[src/rtl/fft_pkg.sv]
// Shared FFT types and constants.
// Sequencer state encoding lives here so benches and RTL agree.
package fft_pkg;

    localparam int SAMPLE_SIZE        = 16;
    localparam int TWIDDLE_SIZE       = 16;
    localparam int NOFLOAT_MULTIPLIER = 1 << (TWIDDLE_SIZE - 2);

    typedef enum logic [2:0] {
        IDLE  = 3'd0,
        READ  = 3'd1,
        EXEC  = 3'd2,
        WRITE = 3'd3,
        DONE  = 3'd4
    } fft_seq_state_t;

endpackage

[src/rtl/fft_sequencer_if.sv]
// Sequencer bus: control handshake, sample RAM and butterfly datapath.
// master = sequencer side, slave = RAM/butterfly/host side.
interface fft_sequencer_if #(
    parameter int SAMPLE_SIZE = fft_pkg::SAMPLE_SIZE,
    parameter int LOG2N       = 3
);

    logic                     start;
    logic                     busy;
    logic                     done;
    logic                     mem_rd_en;
    logic                     mem_wr_en;
    logic [LOG2N-1:0]         mem_addr_a;
    logic [LOG2N-1:0]         mem_addr_b;
    logic [2*SAMPLE_SIZE-1:0] mem_rd_data_a;
    logic [2*SAMPLE_SIZE-1:0] mem_rd_data_b;
    logic [2*SAMPLE_SIZE-1:0] mem_wr_data_a;
    logic [2*SAMPLE_SIZE-1:0] mem_wr_data_b;
    logic [2*SAMPLE_SIZE-1:0] bf_even;
    logic [2*SAMPLE_SIZE-1:0] bf_odd;
    logic [2*SAMPLE_SIZE-1:0] bf_sum;
    logic [2*SAMPLE_SIZE-1:0] bf_diff;
    logic [LOG2N-2:0]         tw_addr;
    logic                     bf_first_stage;

    modport master (
        input  start,
        input  mem_rd_data_a,
        input  mem_rd_data_b,
        input  bf_sum,
        input  bf_diff,
        output busy,
        output done,
        output mem_rd_en,
        output mem_wr_en,
        output mem_addr_a,
        output mem_addr_b,
        output mem_wr_data_a,
        output mem_wr_data_b,
        output bf_even,
        output bf_odd,
        output tw_addr,
        output bf_first_stage
    );

    modport slave (
        output start,
        output mem_rd_data_a,
        output mem_rd_data_b,
        output bf_sum,
        output bf_diff,
        input  busy,
        input  done,
        input  mem_rd_en,
        input  mem_wr_en,
        input  mem_addr_a,
        input  mem_addr_b,
        input  mem_wr_data_a,
        input  mem_wr_data_b,
        input  bf_even,
        input  bf_odd,
        input  tw_addr,
        input  bf_first_stage
    );

endinterface

[src/rtl/fft_addr_gen.sv]
// Radix-2 DIT butterfly addressing for stage s, butterfly k.
// Pure combinational; k is split around bit s to insert the span bit.
module fft_addr_gen #(
    parameter  int LOG2N = 3,
    localparam int SW    = $clog2(LOG2N),
    localparam int KW    = LOG2N - 1
) (
    input  logic [SW-1:0]    s,
    input  logic [KW-1:0]    k,
    output logic [LOG2N-1:0] addr_a,
    output logic [LOG2N-1:0] addr_b,
    output logic [KW-1:0]    tw_addr
);

    logic [LOG2N-1:0] kw;
    logic [LOG2N-1:0] span;
    logic [LOG2N-1:0] mask;
    logic [LOG2N-1:0] lo;
    logic [SW-1:0]    sh;

    // Low s bits stay put, upper bits move up one to leave room for span.
    always_comb begin
        kw      = {1'b0, k};
        span    = LOG2N'(1) << s;
        mask    = span - 1'b1;
        lo      = kw & mask;
        sh      = SW'(LOG2N - 1) - s;
        addr_a  = ((kw & ~mask) << 1) | lo;
        addr_b  = addr_a | span;
        tw_addr = lo[KW-1:0] << sh;
    end

endmodule

[src/rtl/fft_sequencer.sv]
// In-place radix-2 DIT FFT control: READ, EXEC, WRITE per butterfly.
// Butterfly arithmetic and sample RAM sit outside on the bus.
module fft_sequencer #(
    parameter int SAMPLE_SIZE  = fft_pkg::SAMPLE_SIZE,
    parameter int TWIDDLE_SIZE = fft_pkg::TWIDDLE_SIZE,
    parameter int LOG2N        = 3
) (
    input  logic            clk,
    input  logic            rst_n,
    fft_sequencer_if.master bus
);

    import fft_pkg::*;

    localparam int DW = 2 * SAMPLE_SIZE;
    localparam int KW = LOG2N - 1;
    localparam int SW = $clog2(LOG2N);

    localparam logic [KW-1:0] K_LAST = '1;
    localparam logic [SW-1:0] S_LAST = SW'(LOG2N - 1);

    if (LOG2N < 2 || LOG2N > 10 ||
        SAMPLE_SIZE < 2 || TWIDDLE_SIZE < 2) begin : g_bad_param
        $error("fft_sequencer: illegal parameters");
    end

    fft_seq_state_t   state;
    logic [SW-1:0]    s;
    logic [SW-1:0]    s_nx;
    logic [KW-1:0]    k;
    logic [KW-1:0]    k_nx;
    logic             last_bf;

    logic [LOG2N-1:0] gen_a;
    logic [LOG2N-1:0] gen_b;
    logic [KW-1:0]    gen_tw;

    logic [DW-1:0]    op_a;
    logic [DW-1:0]    op_b;
    logic             rd_en_q;
    logic             wr_en_q;
    logic             busy_q;
    logic             done_q;
    logic             first_q;
    logic [LOG2N-1:0] addr_a_q;
    logic [LOG2N-1:0] addr_b_q;
    logic [KW-1:0]    tw_q;

    // Position of the butterfly that the next READ will fetch.
    always_comb begin
        last_bf = (k == K_LAST) && (s == S_LAST);
        s_nx    = s;
        k_nx    = k;
        if (state == WRITE) begin
            k_nx = k + 1'b1;
            if (k == K_LAST) begin
                s_nx = s + 1'b1;
            end
        end
    end

    fft_addr_gen #(
        .LOG2N   (LOG2N)
    ) u_addr (
        .s       (s_nx),
        .k       (k_nx),
        .addr_a  (gen_a),
        .addr_b  (gen_b),
        .tw_addr (gen_tw)
    );

    // Sequencer FSM; addresses latch on READ entry and hold to WRITE.
    always_ff @(posedge clk or negedge rst_n) begin
        if (!rst_n) begin
            state    <= IDLE;
            s        <= '0;
            k        <= '0;
            op_a     <= '0;
            op_b     <= '0;
            rd_en_q  <= 1'b0;
            wr_en_q  <= 1'b0;
            busy_q   <= 1'b0;
            done_q   <= 1'b0;
            first_q  <= 1'b0;
            addr_a_q <= '0;
            addr_b_q <= '0;
            tw_q     <= '0;
        end else begin
            rd_en_q <= 1'b0;
            wr_en_q <= 1'b0;
            done_q  <= 1'b0;
            unique case (state)
                IDLE: begin
                    if (bus.start) begin
                        state    <= READ;
                        busy_q   <= 1'b1;
                        rd_en_q  <= 1'b1;
                        addr_a_q <= gen_a;
                        addr_b_q <= gen_b;
                        tw_q     <= gen_tw;
                        first_q  <= (s_nx == '0);
                    end
                end
                READ: begin
                    state <= EXEC;
                end
                EXEC: begin
                    state   <= WRITE;
                    op_a    <= bus.mem_rd_data_a;
                    op_b    <= bus.mem_rd_data_b;
                    wr_en_q <= 1'b1;
                end
                WRITE: begin
                    if (last_bf) begin
                        state    <= DONE;
                        busy_q   <= 1'b0;
                        done_q   <= 1'b1;
                        s        <= '0;
                        k        <= '0;
                        first_q  <= 1'b0;
                        addr_a_q <= '0;
                        addr_b_q <= '0;
                        tw_q     <= '0;
                    end else begin
                        state    <= READ;
                        s        <= s_nx;
                        k        <= k_nx;
                        rd_en_q  <= 1'b1;
                        addr_a_q <= gen_a;
                        addr_b_q <= gen_b;
                        tw_q     <= gen_tw;
                        first_q  <= (s_nx == '0);
                    end
                end
                DONE: begin
                    state <= IDLE;
                end
                default: begin
                    state <= IDLE;
                end
            endcase
        end
    end

    assign bus.busy           = busy_q;
    assign bus.done           = done_q;
    assign bus.mem_rd_en      = rd_en_q;
    assign bus.mem_wr_en      = wr_en_q;
    assign bus.mem_addr_a     = addr_a_q;
    assign bus.mem_addr_b     = addr_b_q;
    assign bus.tw_addr        = tw_q;
    assign bus.bf_first_stage = first_q;
    assign bus.bf_even        = op_a;
    assign bus.bf_odd         = op_b;
    assign bus.mem_wr_data_a  = wr_en_q ? bus.bf_sum  : '0;
    assign bus.mem_wr_data_b  = wr_en_q ? bus.bf_diff : '0;

endmodule

[src/flat_wrapper.sv]
// flat-port wrapper written by rule: the top's interface ports become plain ports
module fft_sequencer_flat import fft_pkg::*;
#(
    parameter int SAMPLE_SIZE  = fft_pkg::SAMPLE_SIZE,
    parameter int TWIDDLE_SIZE = fft_pkg::TWIDDLE_SIZE,
    parameter int LOG2N        = 3
)
  (clk, rst_n, bus_start, bus_mem_rd_data_a, bus_mem_rd_data_b, bus_bf_sum, bus_bf_diff, bus_busy, bus_done, bus_mem_rd_en, bus_mem_wr_en, bus_mem_addr_a, bus_mem_addr_b, bus_mem_wr_data_a, bus_mem_wr_data_b, bus_bf_even, bus_bf_odd, bus_tw_addr, bus_bf_first_stage);
  fft_sequencer_if #(.SAMPLE_SIZE(SAMPLE_SIZE), .LOG2N(LOG2N)) bus_i ();
  input  logic clk;
  input  logic rst_n;
  input wire logic [$bits(bus_i.start)-1:0] bus_start;
  input wire logic [$bits(bus_i.mem_rd_data_a)-1:0] bus_mem_rd_data_a;
  input wire logic [$bits(bus_i.mem_rd_data_b)-1:0] bus_mem_rd_data_b;
  input wire logic [$bits(bus_i.bf_sum)-1:0] bus_bf_sum;
  input wire logic [$bits(bus_i.bf_diff)-1:0] bus_bf_diff;
  output wire logic [$bits(bus_i.busy)-1:0] bus_busy;
  output wire logic [$bits(bus_i.done)-1:0] bus_done;
  output wire logic [$bits(bus_i.mem_rd_en)-1:0] bus_mem_rd_en;
  output wire logic [$bits(bus_i.mem_wr_en)-1:0] bus_mem_wr_en;
  output wire logic [$bits(bus_i.mem_addr_a)-1:0] bus_mem_addr_a;
  output wire logic [$bits(bus_i.mem_addr_b)-1:0] bus_mem_addr_b;
  output wire logic [$bits(bus_i.mem_wr_data_a)-1:0] bus_mem_wr_data_a;
  output wire logic [$bits(bus_i.mem_wr_data_b)-1:0] bus_mem_wr_data_b;
  output wire logic [$bits(bus_i.bf_even)-1:0] bus_bf_even;
  output wire logic [$bits(bus_i.bf_odd)-1:0] bus_bf_odd;
  output wire logic [$bits(bus_i.tw_addr)-1:0] bus_tw_addr;
  output wire logic [$bits(bus_i.bf_first_stage)-1:0] bus_bf_first_stage;
  assign bus_i.start = bus_start;
  assign bus_i.mem_rd_data_a = bus_mem_rd_data_a;
  assign bus_i.mem_rd_data_b = bus_mem_rd_data_b;
  assign bus_i.bf_sum = bus_bf_sum;
  assign bus_i.bf_diff = bus_bf_diff;
  assign bus_busy = bus_i.busy;
  assign bus_done = bus_i.done;
  assign bus_mem_rd_en = bus_i.mem_rd_en;
  assign bus_mem_wr_en = bus_i.mem_wr_en;
  assign bus_mem_addr_a = bus_i.mem_addr_a;
  assign bus_mem_addr_b = bus_i.mem_addr_b;
  assign bus_mem_wr_data_a = bus_i.mem_wr_data_a;
  assign bus_mem_wr_data_b = bus_i.mem_wr_data_b;
  assign bus_bf_even = bus_i.bf_even;
  assign bus_bf_odd = bus_i.bf_odd;
  assign bus_tw_addr = bus_i.tw_addr;
  assign bus_bf_first_stage = bus_i.bf_first_stage;
  fft_sequencer #(.SAMPLE_SIZE(SAMPLE_SIZE), .TWIDDLE_SIZE(TWIDDLE_SIZE), .LOG2N(LOG2N)) u_core (.clk(clk), .rst_n(rst_n), .bus(bus_i));
endmodule
[config.mk]
export PLATFORM = sky130hd
export DESIGN_NAME = fft_sequencer_flat
export DESIGN_NICKNAME = d
export VERILOG_FILES = /design/src/rtl/fft_pkg.sv /design/src/rtl/fft_sequencer_if.sv /design/src/rtl/fft_addr_gen.sv /design/src/rtl/fft_sequencer.sv /design/src/flat_wrapper.sv
export SDC_FILE = /design/constraint.sdc
export NUM_CORES = 1
export LEC_CHECK = 0
export BUFFER_PORTS_ARGS = -buffer_cell sky130_fd_sc_hd__clkbuf_2
export CORE_AREA = 4 4 105 107
export DETAILED_ROUTE_END_ITERATION = 12
export DIE_AREA = 0 0 109 111
export HOLD_SLACK_MARGIN = 0.03
export PLACE_DENSITY = 0.86
export SLEW_MARGIN = 20
export SYNTH_ARGS = -nofsm -noshare
export SYNTH_HDL_FRONTEND = slang
export SYNTH_SLANG_ARGS = --single-unit
[constraint.sdc]
create_clock -name clk -period 2.1 [get_ports clk]
set_input_delay 0.42 -clock clk [delete_from_list [all_inputs] [get_ports clk]]
set_output_delay 0.42 -clock clk [all_outputs]
set_load 0.05 [all_outputs]
Word level (Yosys, flattened, before mapping):

Cells that the tools add are included.
Widths: inputs -> output; s select.

* flip-flop bits (word level): 84
* output and inout port bits: 141

* $add $sub $neg: 4
* equal/unequal tests: 7
* shift operators: 2
* muxes and demuxes: 31
* bitwise operators: 5
* reduce and logical (&&, ||, !) cells: 6

Operator list (count)
* $mux 32: 2
* $mux 3: 6
* $mux 2: 7
* $pmux 3 s2: 2
* $pmux 3 s4: 1
* $mux 1: 9
* $eq 3x2->1 const B: 2
* $or 3x3->3: 2
* $pmux 1 s2: 3
* $add 2x1->2 const B: 2
* $eq 2x2->1 const B: 2
* $pmux 2 s2: 1
* $and 2x3->3: 1
* $eq 3x1->1 const B: 1
* $logic_not 3->1: 1
* $reduce_and 3->1: 1
* $shl 1x2->3 const A: 1
* $sub 3x1->3 const B: 1
* $and 2x2->2: 1
* $logic_not 2->1: 1
* $ne 2x1->1 const B: 1
* $ne 2x2->1 const B: 1
* $not 2->2: 1
* $reduce_and 2->1: 1
* other kinds (4): 4

Depth between registers and ports, before layout:

Gate-level depths: netlist (run 1).

* depth in word-level cells: 11
* gate-level depth with buffers: 9

Modules after synthesis:

From an unflattened synthesis (run 1), not the netlist that was laid out.

* cell total of the unflattened synthesis: 301
* area, all modules: 3878.7 µm²

By module, submodules not included
* fft_sequencer: instances 1, cells an instance 281, area each 3733.6 µm²
* fft_addr_gen: instances 1, cells an instance 20, area each 145.1 µm²

Least setup slack after synthesis (run 1):

No wires, ideal clock.

* kind: reg2out
* start: reg u_core.wr_en_q (netlist: u_core.bus.mem_wr_en)
* end: out bus_mem_wr_data_a[0]
* arrival time: 1.545 ns
* required time: 1.680 ns
* setup slack: 0.135 ns
* cell stages (with the launch flop): 4
* path buffers: 2
* cells stage by stage: dfrtp_1 -> clkbuf_1 -> clkbuf_1 -> and2_1

* cells in the longest elaborated chain, start to end: 1

RTL lines
* start: declaration: RTL line fft_sequencer.sv:41 `logic wr_en_q;`
* start signal: assignment: RTL line fft_sequencer.sv:81 `wr_en_q <= 1'b0;`
* start signal: assignment: RTL line fft_sequencer.sv:90 `wr_en_q <= 1'b0;`
* start signal: assignment: RTL line fft_sequencer.sv:111 `wr_en_q <= 1'b1;`
* $mux 32: RTL line fft_sequencer.sv:155 `assign bus.mem_wr_data_a = wr_en_q ? bus.bf_sum : '0;`
* end: declaration: RTL line flat_wrapper.sv:23 `output wire logic [$bits(bus_i.mem_wr_data_a)-1:0] bus_mem_wr_data_a;`

No other way between the ends.

Worst setup path in the final report (run 1):

* start: reg u_core.wr_en_q (netlist: u_core.bus.mem_wr_en)
* end: out bus_mem_wr_data_b[0]

* cells in the longest elaborated chain, start to end: 1

RTL lines
* $mux 32: RTL line fft_sequencer.sv:156 `assign bus.mem_wr_data_b = wr_en_q ? bus.bf_diff : '0;`
* end: declaration: RTL line flat_wrapper.sv:24 `output wire logic [$bits(bus_i.mem_wr_data_b)-1:0] bus_mem_wr_data_b;`

No other way between the ends.

==> results of run 1 <==
-- through the flow --
step	instance area, sq um	instances	hold WS (ns)
2_1_floorplan	3790	292	0.124
3_3_place_gp	5620	687	0.414
3_5_place_dp	5620	687	0.430
4_1_cts	5820	703	0.262
5_1_grt	5840	705	0.260
6_report	5840	705	0.289
-- routing by layer --
metal  GRT usage (%)  part of all wire (%)
met1            25.3                    35
met2            40.3                    51
met3            8.74                    10
met4            11.8                   4.0
met5               0                     0
-- state kept, by name (all words and copies together), names as in the netlist --
| register | flops |
|---|---|
| u_core.bus.done | 1 |
| u_core.state | 3 |
| u_core.bus.bf_even | 32 |
| u_core.bus.mem_addr_a | 3 |
| u_core.bus.mem_addr_b | 3 |
| u_core.s | 2 |
| u_core.bus.mem_wr_en | 1 |
| u_core.k | 2 |
| u_core.bus.mem_rd_en | 1 |
| u_core.bus.bf_odd | 32 |
| u_core.bus.busy | 1 |
| u_core.bus.bf_first_stage | 1 |
| u_core.bus.tw_addr | 2 |
-- what timing repair did --
action	in CTS	in global routing
hold endpoints to repair	5	0
setup endpoints to repair	0	3
hold buffers	1	0
resized for setup	0	3
-- cell families after synthesis --
logic type | share of synthesized area [%]
simple gates | 14.9
flops | 55.4
xor+xnor | 1.32
fa+ha+maj | 0.990
mux | 20.6
compound gates | 3.99
buf+inv | 2.77
-- synth_stat cells (all sizes together), types with 2 or more instances --
cell type / number / area share [%]
nand2: 8 / 0.79
xnor2: 2 / 0.66
mux2i: 2 / 0.63
mux2: 67 / 20
nand2b: 5 / 0.83
buf: 10 / 1.8
o21ai: 4 / 0.53
dfrtp: 84 / 55
nor2: 6 / 0.59
and2: 64 / 11
nand3: 2 / 0.26
a21oi: 3 / 0.40
clkbuf: 9 / 0.89
xor2: 2 / 0.66
a22o: 6 / 1.4
ha: 3 / 0.99
-- power groups by stage --
stage	clock [uW]	combinational, uW	sequential, uW
final	1170	8010	2940
after floorplan	0	3340	5430
after global routing	1280	8370	3050
after global placement	0	7890	2900
after detailed placement	0	8020	2970
after CTS	1210	8050	2950
-- layout make-up --
class / count / area share, %
antenna: 2 / 0.0858
clock buffer: 9 / 2.12
clock inverter: 6 / 1.27
inverter: 1 / 0.0643
multi-input combinational: 188 / 27.3
sequential: 84 / 36.0
tap: 136 / 2.92
timing repair buffer: 279 / 30.2
-- worst register-to-register path, cell delays in order, from the launching register on --
cell and delay [ns]:
dfrtp_2 0.41, ha_2 0.25, nand4b_4 0.17, nand2_1 0.13, o21a_1 0.15, ha_2 0.27
nor3_1 0.09, a32oi_1 0.20, o21ai_0 0.12
-- worst paths after layout --
| path | slack, ns | from | to | cells past startpoint |
|---|---|---|---|---|
| worst max-delay path | 0.17 | u_core.bus.mem_wr_en | bus_mem_wr_data_b[0] | 3 |
| worst min-delay path | 0.29 | bus_mem_rd_data_b[10] | u_core.bus.bf_odd[10] | 2 |
| worst max register to register | 0.19 | u_core.k[0] | u_core.bus.tw_addr[1] | 8 |
| worst min register to register | 0.51 | u_core.bus.bf_even[0] | u_core.bus.bf_even[0] | 1 |
| max in group asynchronous | 0.89 | rst_n | u_core.bus.bf_odd[8] | 3 |
| min in group asynchronous | 0.57 | rst_n | u_core.bus.bf_odd[7] | 2 |
==> flow_summary.json, run 1 <==
{
  "status": "finished, final reports clean",
  "seq_area_sq_um": 2100,
  "cp-end-kind": "primary output",
  "cts_setup_buffers": 0,
  "gp_congestion": 0.942,
  "hpwl_microns": 12100,
  "crit_chain": "buf_4 -> and2_1 -> clkbuf_2",
  "synth_seq_cells": 84,
  "worst-path-buf-inv": 2,
  "synth_fp_nets": 426,
  "vias": 3329,
  "numCtsBuffers": 9,
  "yosys_warnings": 0,
  "fmax_ghz": 0.518,
  "die_x_microns": 109,
  "initial_core_util_pct": 37.4,
  "yosysSeqAreaShare_pct": 55.4,
  "postRouteWirelength_microns": 14400,
  "layout_common_cells": "clkbuf_2, dfrtp_1, mux2_2",
  "period_needed_ns": 1.93,
  "cp_slowest_cell": "dfrtp_1",
  "startpoint_type": "register",
  "cp.arrival_ns": 1.51,
  "async_reset_ff_share_pct": 100,
  "max-slew-margin-rel_pct": 64.5,
  "dr.pass1.iters": 4,
  "dieArea_sq_um": 12100,
  "grt-ovfl-total": 0,
  "synth_cells": 292,
  "layout-drive-gt1-share_pct": 65.1,
  "setup_viol": 0,
  "multiInputGateArea_sq_um": 1590,
  "syn_area_per_cell_sq_um": 13.0,
  "power_frac_clock_pct": 9.6,
  "place_ws_ns": 0.0369,
  "clockBufferDepth": 2,
  "final_nets": 697,
  "die_h_microns": 111,
  "switchingPower_uw": 6660,
  "hp-class": "in -> reg",
  "n_fill_cell": 844,
  "synthToLayoutAreaGrowth_pct": 53.9,
  "hold_violations": 0,
  "core-area_sq_um": 10100,
  "io_buffers": 271,
  "fin_crit_sh_pct": 91.9,
  "pwr-share-comb_pct": 66.1,
  "cp_top_family": "buffers and inverters",
  "wl_per_cell_microns": 20.5,
  "internal-power_uw": 5460,
  "peakVddDrop_v": 0.00109,
  "p_per_area_nw_per_um2": 2080,
  "clock_skew_ns": 0.0114,
  "clkSlewWorstSetupHoldPaths_ns": 0.09,
  "power_uw": 12100,
  "synth-edff-count": 0,
  "crit_fanout": 45,
  "drtAntennaViolNets": 0,
  "power.leakage_uw": 0.00300,
  "drv_slew": 0,
  "synthFlopType": "dfrtp_1",
  "grt_pass1_vias": 3632,
  "fp-row-count": 37,
  "worstSetupPathType": "reg -> out",
  "cts_sinks": 84,
  "root_buffer": "clkbuf_8",
  "drcViolationCount": 0,
  "final_core_util_pct": 57.6,
  "drt_iter0_markers": 142,
  "netlist_area_sq_um": 3790,
  "grt_pass1_wl_microns": 21100,
  "grt.total_usage_pct": 23.7,
  "synth.distinct_cells": 36,
  "grt_max_degree": 57,
  "fin_ws_ns": 0.170,
  "vias_per_cell": 4.72,
  "rsz0062_at_grt": "false",
  "cts_tree": "built",
  "maxCapViolations": 0,
  "fin_tns_setup_ns": 0,
  "clk_latency_ns": 0.35,
  "slowest_delay_ns": 0.36,
  "cts_max_level": 3,
  "max_slew.worst_pin.slew_ns": 0.532,
  "p_seq_share_pct": 24.3,
  "required_ns": 1.68,
  "layout_commonest_cell": "clkbuf_2",
  "antenna_found_initial": 2,
  "design.portCount": 272,
  "p_sw_share_pct": 55.0
}
Power figures use the tool's default switching activity.
==> inputs of run 2 (changes only) <==
--- a/config.mk
+++ b/config.mk
@@ -6,9 +6,9 @@
 export NUM_CORES = 1
 export LEC_CHECK = 0
 export BUFFER_PORTS_ARGS = -buffer_cell sky130_fd_sc_hd__clkbuf_2
-export CORE_AREA = 4 4 105 107
+export CORE_AREA = 4 4 119 98
 export DETAILED_ROUTE_END_ITERATION = 12
-export DIE_AREA = 0 0 109 111
+export DIE_AREA = 0 0 123 102
 export HOLD_SLACK_MARGIN = 0.03
 export PLACE_DENSITY = 0.86
 export SLEW_MARGIN = 20
==> constraint.sdc (replaced) <==
create_clock -name clk -period 1.7 [get_ports clk]
set_input_delay 0.34 -clock clk [delete_from_list [all_inputs] [get_ports clk]]
set_output_delay 0.34 -clock clk [all_outputs]
set_load 0.05 [all_outputs]
==> flow_summary.json, run 2 (same netlist as run 1, synthesis figures left out) <==
{
  "hold_slack_ns": 0.0454,
  "final_nets": 719,
  "vias_per_cell": 4.84,
  "initial_core_util_pct": 35.8,
  "num_antenna_cells": 0,
  "cts_sinks": 84,
  "clock_skew_ns": 0.00509,
  "rsz0062_at_grt": "true",
  "fin_ws_ns": -0.0382,
  "rr_worst_depth": 6,
  "cp-end-kind": "register",
  "crit_fanout": 7,
  "hp-class": "in -> async",
  "worstSetupPathType": "reg -> reg",
  "fin_area_sq_um": 6680,
  "max_slew.worst_pin.slew_ns": 0.451,
  "maxCapViolations": 0,
  "fp-row-count": 34,
  "die_x_microns": 123,
  "place_area_sq_um": 5650,
  "startpoint": "u_core.k[1]",
  "dieArea_sq_um": 12500,
  "r2r-start": "u_core.k[1]",
  "crit_chain": "ha_4 -> nand4b_4 -> o21a_4 -> ha_4 -> xor2_1 -> a32o_1",
  "worst-path-buf-inv": 0,
  "clk_latency_ns": 0.33,
  "fin_crit_sh_pct": 102,
  "period_needed_ns": 1.74,
  "hpwl_microns": 9820,
  "gp_congestion": 0.885,
  "root_buffer": "clkbuf_16",
  "grt-ovfl-total": 0,
  "grt_max_degree": 85,
  "core-area_sq_um": 10600,
  "layout-drive-gt1-share_pct": 78.5,
  "io_buffers": 271,
  "design.portCount": 272,
  "cp_top_family": "compound AO/OA/AOI/OAI gates",
  "dr.pass1.iters": 4,
  "vias": 3553,
  "p_per_area_nw_per_um2": 2580,
  "max-slew-margin-rel_pct": 69.9,
  "wl_per_cell_microns": 19.4,
  "required_ns": 1.91,
  "r2r-end": "u_core.bus.mem_addr_a[2]",
  "violations": "negative setup slack",
  "numCtsBuffers": 9,
  "drcViolationCount": 0,
  "die_h_microns": 102,
  "postRouteWirelength_microns": 14200,
  "cp_slowest_cell": "dfrtp_1",
  "grt_pass1_wl_microns": 19400,
  "hold_violations": 0,
  "place_ws_ns": -0.0860,
  "drt_iter0_markers": 80,
  "peakVddDrop_v": 0.00185,
  "status": "finished with violations",
  "setup_viol": 6,
  "crit_cells": 6,
  "fin_tns_setup_ns": -0.0740,
  "synthToLayoutAreaGrowth_pct": 76.2,
  "grt.total_usage_pct": 20.0,
  "antenna_found_initial": 0,
  "cts_hold_buf": 0,
  "clockBufferDepth": 2,
  "clkSlewWorstSetupHoldPaths_ns": 0.07,
  "cts_max_level": 3,
  "fmax_ghz": 0.575,
  "power.leakage_uw": 0.00336,
  "cp.arrival_ns": 1.95,
  "crit_top_cell": "ha_4",
  "cts_tree": "built",
  "layout_commonest_cell": "clkbuf_2",
  "n_fill_cell": 818,
  "crit_path_end": "u_core.bus.mem_addr_a[2]",
  "slowest_delay_ns": 0.40,
  "grt_pass1_vias": 3680,
  "drtAntennaViolNets": 0,
  "layout_common_cells": "clkbuf_2, dfrtp_1, mux2_2",
  "r2r_slack_ns": -0.04,
  "drv_slew": 0,
  "startpoint_type": "register"
}
-- run 2: cell count changes in the layout (fill, tap and decap cells not counted), moves of 3 or more --
cell	before	now
and2_1	64	0
and2_2	0	41
and2_4	0	23
buf_12	23	15
buf_4	6	18
buf_6	0	43
buf_8	0	15
clkbuf_16	0	12
clkbuf_2	249	206
clkbuf_8	9	0
ha_4	0	3
-- run 2: stage by stage --
stage	util (%)	total power, uW	instances
5_1_grt	63.1	18000	734
4_1_cts	58.5	16300	726
3_3_place_gp	53.4	13400	705
2_1_floorplan	-	11000	292
3_5_place_dp	53.4	13600	705
6_report	63.1	17200	734
-- run 2: worst min path at each step --
stage                                           to  cells past startpoint  slack, ns
after floorplan              u_core.bus.bf_even[0]                      0       0.04
after global placement    u_core.bus.mem_addr_b[1]                      2       0.40
after detailed placement  u_core.bus.mem_addr_b[1]                      2       0.41
after CTS                 u_core.bus.mem_addr_a[1]                      2       0.06
after global routing      u_core.bus.mem_addr_b[1]                      2       0.08
final                        u_core.bus.tw_addr[1]                      2       0.05
-- run 2: power by group --
group,internal (uW),leakage (uW),switching (uW)
registers,3010,0.00100,643
logic,4180,0.00220,7250
clock network,1310,0.000163,834
total,8510,0.00336,8720
-- run 2: area by class of cell --
type,instances,area (sq um),area share (%)
flip-flops and latches,84,2100,31.5
well taps,144,180,2.70
clock buffers,9,225,3.37
clock inverters,7,106,1.59
repair buffers,301,2280,34.1
inverters,1,3.75,0.0562
multi-input cells,188,1780,26.7
-- run 2: layer usage --
metal	up-vias	global-route usage (%)	share of wire (%)
met3	30	5.42	8.0
li1	1584	-	-
met1	1772	22.8	36
met2	167	36.5	53
met4	0	6.38	2.8
met5	-	0	0
-- run 2: worst reg2reg max path, delay by kind of cell (launching register included) --
kind                     cells  cell delay, ns
AO/OA/AOI/OAI                2            0.53
XOR/XNOR                     1            0.17
adder cells (fa/ha/maj)      2            0.35
flip-flops                   1            0.40
AND/OR/NAND/NOR              1            0.17
-- run 2: timing repair --
| action | CTS | global route |
|---|---|---|
| endpoints found under the setup margin | 107 | 77 |
| buffers inserted | 4 | 2 |
| cloned | 1 | 6 |
| resized for setup | 56 | 163 |
| pin swaps | 1 | 4 |
